==> src/rtl/fetch_stage.sv <==
// Instruction fetch stage with IF/ID pipeline register, one-entry stall buffer,
// flush/redirect, HALT detection and a sticky fetch-timeout flag.
module fetch_stage #(
    parameter logic [15:0] RESET_PC    = 16'h0000,
    parameter logic [15:0] NOP_INSTR   = 16'h0800,
    parameter logic [4:0]  HALT_OPCODE = 5'b00000,
    parameter logic [7:0]  TIMEOUT     = 8'd255
) (
    input  logic        clk,
    input  logic        rst,
    input  logic        stall,
    input  logic        flush,
    input  logic [15:0] redirect_pc,
    output logic        imem_rd,
    output logic [15:0] imem_addr,
    input  logic [15:0] imem_data,
    input  logic        imem_done,
    output logic [15:0] instr,
    output logic [15:0] pc_plus2,
    output logic        instr_valid,
    output logic        halted,
    output logic        err_fetch
);

    typedef enum logic [1:0] {
        BUSY   = 2'd0,
        DRAIN  = 2'd1,
        HOLD   = 2'd2,
        HALTED = 2'd3
    } state_t;

    state_t      state;
    state_t      state_next;
    logic [15:0] pc;
    logic [15:0] pc_inc;
    logic [15:0] drain_addr;
    logic [15:0] buf_instr;
    logic [15:0] buf_pc2;
    logic [7:0]  wait_cnt;
    logic        data_is_halt;
    logic        buf_is_halt;

    assign pc_inc       = pc + 16'd2;
    assign data_is_halt = (imem_data[15:11] == HALT_OPCODE);
    assign buf_is_halt  = (buf_instr[15:11] == HALT_OPCODE);

    // NOTE: sequential state uses non-blocking assignments so every register
    // samples pre-edge values regardless of process ordering.
    always_ff @(posedge clk or posedge rst) begin
        if (rst) begin
            state <= BUSY;
        end else begin
            state <= state_next;
        end
    end

    // NOTE: default assignment first so no path through the case infers a latch.
    always_comb begin
        state_next = state;
        if (flush) begin
            case (state)
                BUSY, DRAIN: state_next = imem_done ? BUSY : DRAIN;
                default:     state_next = BUSY;
            endcase
        end else begin
            case (state)
                BUSY: begin
                    if (imem_done) begin
                        if (stall) begin
                            state_next = HOLD;
                        end else if (data_is_halt) begin
                            state_next = HALTED;
                        end else begin
                            state_next = BUSY;
                        end
                    end
                end
                DRAIN: begin
                    if (imem_done) begin
                        state_next = BUSY;
                    end
                end
                HOLD: begin
                    if (!stall) begin
                        state_next = buf_is_halt ? HALTED : BUSY;
                    end
                end
                default: state_next = state;
            endcase
        end
    end

    // A draining request keeps presenting its original address even though pc
    // already points at the redirect target.
    always_comb begin
        imem_rd   = 1'b0;
        imem_addr = pc;
        halted    = 1'b0;
        case (state)
            BUSY:   imem_rd = 1'b1;
            DRAIN: begin
                imem_rd   = 1'b1;
                imem_addr = drain_addr;
            end
            HALTED: halted = 1'b1;
            default: ;
        endcase
    end

    always_ff @(posedge clk or posedge rst) begin
        if (rst) begin
            pc          <= RESET_PC;
            drain_addr  <= RESET_PC;
            instr       <= NOP_INSTR;
            pc_plus2    <= 16'd0;
            instr_valid <= 1'b0;
            buf_instr   <= NOP_INSTR;
            buf_pc2     <= 16'd0;
        end else if (flush) begin
            instr       <= NOP_INSTR;
            pc_plus2    <= 16'd0;
            instr_valid <= 1'b0;
            pc          <= redirect_pc;
            if (state == BUSY && !imem_done) begin
                drain_addr <= pc;
            end
        end else begin
            case (state)
                BUSY: begin
                    if (imem_done) begin
                        pc <= pc_inc;
                        if (stall) begin
                            buf_instr <= imem_data;
                            buf_pc2   <= pc_inc;
                        end else begin
                            instr       <= imem_data;
                            pc_plus2    <= pc_inc;
                            instr_valid <= 1'b1;
                        end
                    end else if (!stall) begin
                        instr       <= NOP_INSTR;
                        instr_valid <= 1'b0;
                    end
                end
                HOLD: begin
                    if (!stall) begin
                        instr       <= buf_instr;
                        pc_plus2    <= buf_pc2;
                        instr_valid <= 1'b1;
                    end
                end
                default: begin
                    if (!stall) begin
                        instr       <= NOP_INSTR;
                        instr_valid <= 1'b0;
                    end
                end
            endcase
        end
    end

    // Counts saturate at TIMEOUT; the error flag stays set until reset.
    always_ff @(posedge clk or posedge rst) begin
        if (rst) begin
            wait_cnt  <= 8'd0;
            err_fetch <= 1'b0;
        end else if (flush || imem_done || !imem_rd) begin
            wait_cnt <= 8'd0;
        end else if (wait_cnt != TIMEOUT) begin
            wait_cnt <= wait_cnt + 8'd1;
            if (wait_cnt == TIMEOUT - 8'd1) begin
                err_fetch <= 1'b1;
            end
        end
    end

endmodule
==> config.mk <==
export PLATFORM = sky130hd
export DESIGN_NAME = fetch_stage
export DESIGN_NICKNAME = d
export VERILOG_FILES = /design/src/rtl/fetch_stage.sv
export SDC_FILE = /design/constraint.sdc
export NUM_CORES = 1
export LEC_CHECK = 0
export CORE_ASPECT_RATIO = 1.75
export CORE_MARGIN = 5
export CORE_UTILIZATION = 30
export CTS_BUF_LIST = sky130_fd_sc_hd__clkbuf_16
export DETAILED_ROUTE_END_ITERATION = 10
export PLACE_DENSITY_LB_ADDON = 0.25
export SYNTH_ARGS = -nofsm -noshare
export SYNTH_HDL_FRONTEND = slang
export SYNTH_SLANG_ARGS = --single-unit
export TNS_END_PERCENT = 5
==> constraint.sdc <==
create_clock -name clk -period 3.3 [get_ports clk]
set_input_delay 0.66 -clock clk [delete_from_list [all_inputs] [get_ports clk]]
set_output_delay 0.66 -clock clk [all_outputs]
set_load 0.01 [all_outputs]
# Word-level counts from Yosys, hierarchy flattened

Index checks and enable logic that the tools add are counted.
Widths: inputs -> output; s select.

Input port bits: 37
Register bits after elaboration: 108
Logic and storage cells: 79

Reductions and logical operators: 21
Add/subtract/negate cells: 2
Mux-type cells: 34
Equal/unequal tests: 10
Bitwise gates (word level): 2

Operators with widths:

| operator              | count |
|---|---|
| $mux 16               | 13 |
| $pmux 16 s2           | 2 |
| $add 16x2->16 const B | 1 |
| $mux 8                | 2 |
| $mux 2                | 7 |
| $ne 3x3->1 const B    | 4 |
| $reduce_and 4->1      | 3 |
| $logic_not 5->1       | 2 |
| $add 8x1->8 const B   | 1 |
| $eq 8x8->1 const B    | 1 |
| $mux 1                | 8 |
| $ne 8x8->1 const B    | 1 |
| $pmux 2 s3            | 1 |
| $reduce_and 2->1      | 3 |
| $reduce_bool 2->1     | 3 |
| $eq 2x2->1 const B    | 2 |
| $ne 4x4->1 const B    | 1 |
| $reduce_bool 4->1     | 1 |
| $reduce_and 3->1      | 1 |
| $reduce_bool 3->1     | 1 |
| $eq 2x1->1 const B    | 1 |
| $logic_not 1->1       | 2 |
| $logic_not 2->1       | 1 |
| $logic_or 1x1->1      | 2 |
| 4 further kinds       | 5 |

# Logic depth before layout (Yosys ltp)

Gate-level depths: netlist of the first run.

Word-level depth: 7
Depth in mapped cells: 9
Mapped depth without buffers: 6

# Worst setup path after synthesis of the first run

OpenSTA, ideal clock, no wires.

Kind: register to output
From: register state[1]
To: output port imem_addr[10]
Required time: 2.640 ns
Stages on the path, launching flop included: 6
Setup slack: 0.974 ns
Arrival: 1.666 ns
Path through: dfrtp_1 > inv_1 > ha_1 > clkbuf_1 > buf_1 > mux2_2

Cells in the longest elaborated chain, start to end: 2

RTL lines:

| what                     | RTL line | text |
|---|---|---|
| start: declaration       | 32       | `state_t state;` |
| start signal: assignment | 53       | `state <= state_next;` |
| $eq 2x1->1               | 99       | `case (state)` |
| $mux 16                  | 99       |  |
| end: declaration         | 15       | `output logic [15:0] imem_addr,` |

No other way between the ends.

# Worst setup path after layout of the first run

From: register state[1]
To: output port imem_addr[4]

The elaborated chain is that of the path after synthesis.

==> results_dict.tcl, run 1 <==
set metrics [dict create \
    synth_top_area_share_pct 48.7 \
    slew_headroom_pct 48.7 \
    gp_congestion 0.755 \
    tns_ns 0 \
    antenna_found_initial 0 \
    r2r-end "state[1]" \
    nNetsFinal 642 \
    drt_iter0_drc 180 \
    vias_per_cell 4.96 \
    insertion_delay_ns 0.34 \
    cts_buffer_depth 2 \
    cts_buffers 9 \
    synthFlopType "dfrtp_1" \
    worst_r2r_path_depth 6 \
    synth-edff-count 0 \
    htreeDepth 3 \
    netlist_instances 526 \
    wl_per_cell_um 16.3 \
    syn_avg_cell_area_um2 10.4 \
    diodes 0 \
    cellPowerDensity_nw_per_um2 669 \
    status "finished clean" \
    path_class "register to primary output" \
    grt_start_max_net_pins 45 \
    period_minus_slack_ns 2.83 \
    slew_violations 0 \
    hold_path.class "register to register" \
    cts_setup_buffers 0 \
    dp_hpwl_um 10300 \
    total_power_mw 4.57 \
    start_util_pct 30.3 \
    hold-path-endpoint "buf_pc2[12]" \
    cts_tree "yes" \
    drt-total-wl_um 13700 \
    drv_cap 0 \
    min-delay-start "buf_pc2[12]" \
    grt_remaining_overflow 0 \
    cts_hold_buf 0 \
    finalSetupViolCount 0 \
    drive_gt1_share_pct 16.3 \
    layout_commonest_cell "dfrtp_1" \
    first_global_vias 4397 \
    arrival_ns 2.17 \
    yosysTopAreaCell "dfrtp_1" \
    cts_root_buffer "clkbuf_16" \
    num_rows 65 \
    leakage_nw 2.75 \
    path_cells "inv_1 -> ha_1 -> buf_4 -> mux2_2 -> clkdlybuf4s50_1" \
    cts_sinks 108 \
    tightest_slew_ns 0.768 \
    drt_pass1_iterations 4 \
    nFillCells 1750 \
    ys_types 62 \
    cts_resized 0 \
    hold_path_depth 1 \
    dieArea_um2 21100 \
    synthArstFlopShare_pct 100 \
    synth_seq_cells 108 \
    io_buffers 88 \
    critPathCaptureType "primary output" \
    gr-usage-all-layers_pct 13.4 \
    finalHoldViolCount 0 \
    seqCellArea_um2 2710 \
    syn_area_um2 5450 \
    synth_fp_nets 570 \
    die_y_um 188 \
    path_buf_inv 3 \
    crit_family "buffers and inverters" \
    grt_pass1_wl_um 23100 \
    yosysWarnings 0 \
    boundaryPins 89 \
    r2r_setup_slack_ns 1.02 \
    crit_path_start_kind "register" \
    final_cell_mix "dfrtp_1, clkdlybuf4s50_1, nand2_1" \
    clk_pin_slew_ns 0.07 \
    slowest_delay_ns 0.49 \
    path_max_fanout 20 \
    r2r_start "state[0]" \
    core_um2 18000 \
    required_ns 2.64 \
    ys_seq_area_share_pct 49.6 \
    fin_worst_skew_ns 0.0111 \
    multiInputGateArea_um2 2510 \
    antenna_left 0 \
    die_w_um 112 \
    rsz0062_at_grt "false" \
    areaGrowthSynthToFinish_pct 25.4 \
    fmax_ghz 0.354 \
    vias 4152 \
    crit_start "state[1]" \
    synth_area_leaders "dfrtp_1, mux2_2, nand2_1" \
    drc 0 \
    cp_slowest_cell "clkdlybuf4s50_1" \
    ir_drop_uv 270 \
    period_share_pct 85.7 \
]
==> registers in the layout, summed over array words and instances, names as in the netlist, 2 cells and up <==
name / cells
buf_instr: 16
buf_pc2: 16
drain_addr: 16
instr: 16
pc: 16
pc_plus2: 16
state: 2
wait_cnt: 8
==> logic make-up (layout without fill, tap and decap cells) <==
logic type	Yosys count	count (layout)	synth area share, %
adder cells (fa/ha/maj)	7	7	1.61
flip-flops	108	108	49.6
buffers and inverters	52	129	4.32
AO/OA/AOI/OAI	117	117	14.0
multiplexers	54	54	11.1
AND/OR/NAND/NOR	167	167	16.0
XOR/XNOR	21	21	3.38
==> how the worst max path moves through the flow <==
| stage | slack, ns | end | depth (start not counted) |
|---|---|---|---|
| after floorplan | 0.97 | imem_addr[10] | 5 |
| after global placement | 0.79 | pc[14] | 5 |
| after detailed placement | 0.77 | pc[14] | 5 |
| after CTS | 0.44 | imem_addr[4] | 5 |
| after global routing | 0.37 | imem_addr[4] | 5 |
| final | 0.47 | imem_addr[4] | 5 |
==> Yosys cell counts (3+ instances only) <==
library cell,instances
o41ai_1,4
o21a_1,4
o21bai_1,3
a21oi_1,17
buf_4,3
xnor2_1,18
o21ai_0,36
nand2_1,58
nand3_1,4
a211oi_1,4
o21ai_1,3
nand4_1,4
buf_1,3
a221oi_1,5
nor2b_1,5
mux2_2,50
clkbuf_1,17
nand2b_1,4
mux2i_1,4
nor2_1,35
a22oi_1,12
buf_2,16
inv_1,10
o31ai_1,9
a31oi_1,6
xor2_1,3
dfrtp_1,106
ha_1,7
nor3_1,26
nor4_2,3
nand4b_1,3
==> worst reg2reg max path, delay by kind of cell (launching register included) <==
family | cells | cell delay, ns
flops | 1 | 0.42
fa+ha+maj | 1 | 0.62
simple gates | 1 | 0.30
buf+inv | 2 | 0.48
compound gates | 2 | 0.37
==> per-layer routing <==
layer  global-route usage (%)  vias up  share of wire, %
li1                         -     2014                 -
met1                     15.5     2042                40
met2                     25.2       81                55
met3                     1.80       15               3.2
met4                     4.17        0               1.7
met5                        0        -                 0
==> report_power, final <==
group          leakage [nW]  switching [mW]  internal, mW
Clock                 0.136           0.500         0.517
Combinational          1.26           0.724         0.821
Sequential             1.36           0.271          1.74
==> cell type report <==
cell class	count	share of cell area [%]
sequential	108	39.6
multi-input combinational	366	36.7
timing repair buffer	102	14.7
tap	234	4.28
clock buffer	9	3.29
clock inverter	7	0.732
inverter	11	0.659
==> through the flow <==
stage	setup WS, ns	utilization (%)	area, um2	std cells	hold slack, ns
3_5_place_dp	0.766	36.5	6560	821	0.460
2_1_floorplan	0.974	-	5450	526	0.441
6_report	0.472	38.0	6840	837	0.475
4_1_cts	0.436	38.0	6840	837	0.476
5_1_grt	0.365	38.0	6840	837	0.494
3_3_place_gp	0.790	36.5	6560	821	0.453
Note: power is estimated with default switching activity, not from simulation.
==> run 2: changes to the inputs <==
HOLD_SLACK_MARGIN = 0.12   (was unset)
PLACE_DENSITY_LB_ADDON = unset   (was 0.25)
==> run 2 against run 1 <==
  * Critical path depth stayed put
  * First-iteration DRC count is 5.0% higher
  * Sequential share of layout area hardly changed
  * Setup slack better by 0.013 ns
  * Design area hardly changed
  * Clock power hardly changed
  * Highest routed layer unchanged
==> results_dict.tcl, run 2 (synthesis gave the netlist of run 1 again) <==
set metrics [dict create \
    htreeDepth 3 \
    layout_commonest_cell "dfrtp_1" \
    multiInputGateArea_um2 2510 \
    path_class "register to primary output" \
    cp_slowest_cell "clkdlybuf4s50_1" \
    period_share_pct 85.3 \
    cts_hold_buf 0 \
    num_rows 65 \
    dieArea_um2 21100 \
    die_w_um 112 \
    drt_pass1_iterations 4 \
    first_global_vias 4256 \
    path_cells "inv_1 -> ha_1 -> buf_4 -> mux2_2 -> clkdlybuf4s50_1" \
    rsz0062_at_grt "false" \
    r2r_setup_slack_ns 1.13 \
    areaGrowthSynthToFinish_pct 25.5 \
    required_ns 2.64 \
    ir_drop_uv 282 \
    slew_headroom_pct 54.0 \
    cellPowerDensity_nw_per_um2 673 \
    crit_path_start_kind "register" \
    finalHoldViolCount 0 \
    crit_family "buffers and inverters" \
    cts_tree "yes" \
    grt_pass1_wl_um 22500 \
    drt-total-wl_um 13900 \
    nNetsFinal 642 \
    drive_gt1_share_pct 15.9 \
    drv_cap 0 \
    io_buffers 88 \
    slowest_delay_ns 0.48 \
    drc 0 \
    leakage_nw 2.75 \
    gp_congestion 0.792 \
    path_max_fanout 20 \
    fmax_ghz 0.355 \
    dp_hpwl_um 10300 \
    cts_root_buffer "clkbuf_16" \
    cts_sinks 108 \
    vias 4117 \
    nFillCells 1761 \
    tightest_slew_ns 0.688 \
    final_cell_mix "dfrtp_1, clkdlybuf4s50_1, nand2_1" \
    cts_buffer_depth 2 \
    period_minus_slack_ns 2.82 \
    grt_start_max_net_pins 41 \
    hold_path.class "register to register" \
    die_y_um 188 \
    cts_setup_buffers 0 \
    vias_per_cell 4.92 \
    fin_worst_skew_ns 0.00651 \
    drt_iter0_drc 189 \
    gr-usage-all-layers_pct 13.3 \
    antenna_found_initial 0 \
    grt_remaining_overflow 0 \
    wl_per_cell_um 16.6 \
    cts_buffers 9 \
    critPathCaptureType "primary output" \
    tns_ns 0 \
    arrival_ns 2.16 \
    finalSetupViolCount 0 \
    status "finished clean" \
    boundaryPins 89 \
    clk_pin_slew_ns 0.07 \
    antenna_left 0 \
    core_um2 18000 \
    seqCellArea_um2 2710 \
    path_buf_inv 3 \
    slew_violations 0 \
    insertion_delay_ns 0.34 \
    diodes 0 \
    start_util_pct 30.3 \
    cts_resized 0 \
    whs_ns 0.471 \
]
-- run 2: changes by cell type in the layout (fill, tap and decap cells not counted) --
cell / delta
clkinvlp_4: -1
clkinv_2: +1
clkinv_1: +2
bufinv_16: +1
clkinv_4: -1
inv_1: -1
inv_6: -2
-- run 2: worst register-to-register path, stage by stage (launching register included) --
cell	delay, ns
dfrtp_1	0.42
inv_1	0.11
ha_1	0.39
mux2_2	0.42
a21oi_2	0.32
buf_4	0.28
nand2_1	0.08
o41ai_1	0.06
-- run 2: report_power, final --
group / internal [mW] / switching (mW) / leakage [nW]
Combinational: 0.818 / 0.733 / 1.26
Clock: 0.578 / 0.467 / 0.138
Sequential: 1.74 / 0.268 / 1.36
-- run 2: worst paths after layout --
check                           startpoint      endpoint  cells past startpoint
max in group asynchronous              rst     instr[11]                      3
worst max register to register    state[0]   pc_plus2[6]                      7
worst max-delay path              state[1]  imem_addr[3]                      5
worst min-delay path             err_fetch     err_fetch                      2
worst min register to register   err_fetch     err_fetch                      2
min in group asynchronous              rst   pc_plus2[2]                      2
-- run 2: final cells by class --
cell class | count | share of cell area [%]
clock inverters | 6 | 0.805
flip-flops and latches | 108 | 39.5
inverters | 11 | 0.658
well taps | 234 | 4.28
clock buffers | 9 | 3.29
multi-input cells | 366 | 36.7
repair buffers | 102 | 14.7
-- run 2: stage by stage --
step,power (mW),setup slack [ns],utilization [%],std cells,instance area [um2]
finish,4.60,0.485,38.1,836,6840
global route,4.90,0.387,38.1,836,6840
CTS,4.68,0.453,38.1,836,6840
detailed placement,3.61,0.759,36.5,821,6560
global placement,3.55,0.763,36.5,821,6560
floorplan,2.94,0.974,-,526,5450
-- run 2: routing by layer --
metal | vias up | GRT usage [%] | wire length (um)
met3 | 13 | 1.67 | 367
met1 | 2016 | 14.6 | 5560
met5 | - | 0 | 0
met4 | 0 | 4.54 | 237
met2 | 79 | 25.7 | 7700
li1 | 2009 | - | -
